### config.mk
export PLATFORM = sky130hd
export DESIGN_NAME = alu_sequencer
export DESIGN_NICKNAME = d
export VERILOG_FILES = /design/src/rtl/alu_sequencer.sv
export SDC_FILE = /design/constraint.sdc
export NUM_CORES = 1
export LEC_CHECK = 0
export CELL_PAD_IN_SITES_DETAIL_PLACEMENT = 0
export CELL_PAD_IN_SITES_GLOBAL_PLACEMENT = 2
export CORE_MARGIN = 5
export CORE_UTILIZATION = 24
export CTS_CLUSTER_SIZE = 40
export DETAILED_ROUTE_END_ITERATION = 8
export PLACE_DENSITY_LB_ADDON = 0.1
export SYNTH_ARGS = -nofsm -noshare
export SYNTH_HDL_FRONTEND = slang
export SYNTH_SLANG_ARGS = --single-unit
export TNS_END_PERCENT = 50
### constraint.sdc
create_clock -name clk -period 2.4 [get_ports clk]
set_clock_uncertainty 0.1 [all_clocks]
set_input_delay 0.48 -clock clk [delete_from_list [all_inputs] [get_ports clk]]
set_output_delay 0.48 -clock clk [all_outputs]
set_load 0.03 [all_outputs]
### src/rtl/alu_sequencer.sv
// Issue/capture sequencer for the multi-cycle combinational ALU: latches a request,
// holds the ALU inputs for a settle window, then captures the 64-bit result.
module alu_sequencer #(
  parameter int FAST_WAIT   = 1,
  parameter int MULDIV_WAIT = 4
) (
  input  logic        clk,
  input  logic        reset,
  input  logic        start,
  input  logic [3:0]  op,
  input  logic [31:0] a_in,
  input  logic [31:0] b_in,
  output logic        busy,
  output logic        done,
  output logic        div_by_zero,
  output logic        illegal_op,
  output logic [3:0]  alu_opcode,
  output logic        alu_exec,
  output logic [31:0] alu_a,
  output logic [31:0] alu_b,
  input  logic [31:0] alu_result,
  input  logic [31:0] alu_hi,
  output logic [31:0] z_lo,
  output logic [31:0] z_hi,
  output logic [31:0] lo_reg,
  output logic [31:0] hi_reg
);

  localparam logic [3:0] OP_MUL      = 4'd11;
  localparam logic [3:0] OP_DIV      = 4'd12;
  localparam logic [3:0] FAST_LOAD   = 4'(FAST_WAIT - 1);
  localparam logic [3:0] MULDIV_LOAD = 4'(MULDIV_WAIT - 1);

  typedef enum logic [1:0] {IDLE, EXEC, DONE} state_t;

  state_t     state, state_nxt;
  logic [3:0] cnt;
  logic       req_illegal, req_dbz, req_muldiv, cap_muldiv;

  assign req_illegal = (op >= 4'd13);
  assign req_dbz     = (op == OP_DIV) && (b_in == '0);
  assign req_muldiv  = (op == OP_MUL) || (op == OP_DIV);
  assign cap_muldiv  = (alu_opcode == OP_MUL) || (alu_opcode == OP_DIV);

  always_ff @(posedge clk) begin
    if (reset) state <= IDLE;
    else       state <= state_nxt;
  end

  always_comb begin
    state_nxt = state;
    busy      = 1'b0;
    done      = 1'b0;
    alu_exec  = 1'b0;
    case (state)
      IDLE: if (start) state_nxt = (req_illegal || req_dbz) ? DONE : EXEC;
      EXEC: begin
        busy     = 1'b1;
        alu_exec = 1'b1;
        if (cnt == '0) state_nxt = DONE;
      end
      DONE: begin
        done      = 1'b1;
        state_nxt = IDLE;
      end
      default: state_nxt = IDLE;
    endcase
  end

  // Rejected requests only raise a flag; operand and result registers stay untouched.
  always_ff @(posedge clk) begin
    if (reset) begin
      cnt         <= '0;
      alu_opcode  <= '0;
      alu_a       <= '0;
      alu_b       <= '0;
      z_lo        <= '0;
      z_hi        <= '0;
      lo_reg      <= '0;
      hi_reg      <= '0;
      div_by_zero <= 1'b0;
      illegal_op  <= 1'b0;
    end else begin
      case (state)
        IDLE: begin
          div_by_zero <= 1'b0;
          illegal_op  <= 1'b0;
          if (start) begin
            if (req_illegal)  illegal_op  <= 1'b1;
            else if (req_dbz) div_by_zero <= 1'b1;
            else begin
              alu_opcode <= op;
              alu_a      <= a_in;
              alu_b      <= b_in;
              cnt        <= req_muldiv ? MULDIV_LOAD : FAST_LOAD;
            end
          end
        end
        EXEC: begin
          if (cnt != '0) cnt <= cnt - 4'd1;
          else begin
            z_lo <= alu_result;
            z_hi <= alu_hi;
            if (cap_muldiv) begin
              lo_reg <= alu_result;
              hi_reg <= alu_hi;
            end
          end
        end
        DONE: begin
          div_by_zero <= 1'b0;
          illegal_op  <= 1'b0;
        end
        default: ;
      endcase
    end
  end

endmodule

==> qor.yml, run 1 <==
status:
  status: "completed"
sta:
  hold_violations: 0
  slew_headroom: 0.611
  rsz0062_at_grt: "false"
  finalSetupTns_ns: 0
  drv_slew: 0
  layout_setup_ws_ns: 0.115
  fin_crit_sh: 0.952
  fmaxAchievable_mhz: 438
  whs_ns: 0.332
  finalCriticalPeriod_ns: 2.28
  setup_violations: 0
  worst_slew_pin_slew_ns: 0.584
logic_synthesis:
  synthArstFlopShare: 0
  ys_seq_elements: 204
  synth.cell_area_um2: 7970
  synth_flop_cell: "dfxtp_1"
  syn_inst: 929
  synth_cell_type_count: 39
  synth_edf_count: 0
  postSynthAreaPerCell_um2: 8.58
  yosysSeqAreaShare: 0.512
  yosysWarnings: 0
  syn_nets: 1066
detailed_routing:
  first_pass_iters: 6
  avgViaCountPerCell: 4.20
  drc: 0
  wl_per_cell_um: 16.3
  drt_iter0_markers: 325
  via_count: 7316
  wl_um: 28400
  ant_nets: 0
clock_network:
  clockBufferDepth: 3
  clk_latency_ns: 0.52
  postCtsHoldBufs: 0
  path_clk_slew_ns: 0.06
  cts_tree: "built"
  cts_sinks: 204
  root_buffer: "clkbuf_16"
  numCtsBuffers: 26
  htreeDepth: 1
pwr:
  p_leak_nw: 4.60
  finalPower_mw: 9.10
  ir_drop_mv: 0.509
  powerDensity_nw_per_um2: 702
floorplan:
  initial_core_util: 0.244
  die_h_um: 192
  coreArea_um2: 32700
  pin_count: 336
  dieArea_um2: 37000
  fp-row-count: 66
  die_w_um: 192
job:
  cap_violations: 0
global_routing:
  overflow: 0
  track_usage: 0.147
  grt_max_degree: 99
  grt_pass1_wl_um: 43500
  grt_pass1_vias: 7474
  antenna_found_initial: 3
placement:
  pre_cts_slack_ns: -0.479
  port_buffers: 335
  place.gp.congestion: 0.712
  hpwlAfterDp_um: 19600
  post_dp_cell_area_um2: 12100
worst_setup_path:
  r2r_cells: 8
  required_ns: 1.82
  worst-path-stages: 1
  regToRegSetupSlack_ns: 0.24
  crit_family: "buffers and inverters"
  r2r-end: "cnt[3]$_SDFFE_PP0P_"
  start_kind: "flip-flop"
  cp.arrival_ns: 1.70
  critPathLaunch: "alu_opcode[3]$_SDFFE_PP0P_"
  reg2reg_from: "cnt[0]$_SDFFE_PP0P_"
  cp_max_fo: 4
  cp_slowest_stage_delay_ns: 0.77
  slowest_stage: "clkdlybuf4s50_1"
  worstPathCellList: "clkdlybuf4s50_1"
  endpoint_kind: "primary output"
  critPathCapture: "alu_opcode[3]"
  critPathBufInv: 1
  path_class: "reg2out"
layout:
  drive_gt1_frac: 0.0763
  regArea_um2: 4080
  multi_input_area_um2: 3600
  fin_nets: 1414
  fillCellCount: 3395
  layout_commonest_cell: "clkdlybuf4s50_1"
  layout_common_cells: "clkdlybuf4s50_1, nand2_1, dfxtp_1"
  final_area_um2: 13000
  area_growth_syn_to_layout_pct: 62.7
worst_hold_path:
  hp-class: "in2reg"
  hold_depth: 2
==> cells by family (layout without fill, tap and decap cells) <==
group	count (synthesis)	count (layout)	synth area share
flip-flops	204	204	0.512
multiplexers	68	68	0.0854
other	0	1	0
AO/OA/AOI/OAI	149	149	0.101
AND/OR/NAND/NOR	435	435	0.259
adder cells (fa/ha/maj)	2	2	0.00314
buffers and inverters	71	439	0.0397
==> power by group <==
group / leakage, nW / internal (mW) / switching, mW
clock network: 0.427 / 2.41 / 1.50
logic: 2.52 / 0.727 / 0.823
registers: 1.66 / 3.55 / 0.0902
total: 4.60 / 6.69 / 2.41
==> worst min-delay path by stage <==
stage,startpoint,endpoint,slack [ns]
2_1_floorplan,cnt[3]$_SDFFE_PP0P_,cnt[3]$_SDFFE_PP0P_,0.37
4_1_cts,reset,illegal_op$_SDFFE_PP0P_,0.30
5_1_grt,reset,illegal_op$_SDFFE_PP0P_,0.35
3_3_place_gp,lo_reg[0]$_SDFFE_PP0P_,lo_reg[0]$_SDFFE_PP0P_,0.34
3_5_place_dp,lo_reg[16]$_SDFFE_PP0P_,lo_reg[16]$_SDFFE_PP0P_,0.35
6_report,reset,illegal_op$_SDFFE_PP0P_,0.33
==> Yosys cell counts, types with 2 or more instances <==
master      n  share of area
a21oi_1   131          0.082
a22oi_1     2         0.0019
buf_2      18          0.011
buf_6       3         0.0042
clkbuf_1   43          0.020
dfxtp_1   204           0.51
ha_1        2         0.0031
inv_1       5         0.0024
mux2i_1    68          0.085
nand2_1   260           0.12
nand2b_1  138           0.11
nand3_1     3         0.0019
nand4_1     2         0.0016
nor2_1      8         0.0038
nor3_1      2         0.0013
nor3b_1     3         0.0028
nor4_1     11         0.0086
o21ai_0     3         0.0019
o41ai_1     2         0.0022
or3b_1      2         0.0022
==> layer usage <==
metal  track usage  up-vias  wire length (um)
met4        0.0247        6               327
met2         0.242      199             13100
met1         0.188     3345             12300
met3        0.0557       29              2680
li1              -     3737                 -
met5             0        -                28
==> stage by stage <==
stage               cells   util
finish               1740  0.397
global placement     1691  0.370
detailed placement   1691  0.370
floorplan             929      -
global route         1739  0.397
CTS                  1739  0.396
==> final cells by class <==
cell class / instances / area share
clock inverter: 4 / 0.00347
multi-input combinational: 654 / 0.278
antenna: 1 / 0.000193
timing repair buffer: 386 / 0.296
inverter: 5 / 0.00145
tap: 442 / 0.0426
sequential: 204 / 0.315
clock buffer: 44 / 0.0632
==> timing repair <==
| item | CTS | global route |
|---|---|---|
| setup endpoints to repair | 3 | 9 |
| pin swaps | 0 | 0 |
| buffers inserted | 0 | 0 |
| endpoints found under the hold margin | 0 | 0 |
| gates resized for setup | 3 | 2 |
Power figures use the tool's default switching activity.
==> run 2, diff against run 1 <==
Settings changed: TNS_END_PERCENT 50 to 5.
==> results of run 2 <==
Final layout, timing and power as in run 1 (identical DEF).
==> run 3, diff against run 2 <==
Settings changed: CAP_MARGIN set to 20, SLEW_MARGIN set to 10.
==> results of run 3 <==
Final layout, timing and power as in run 1 (identical DEF).
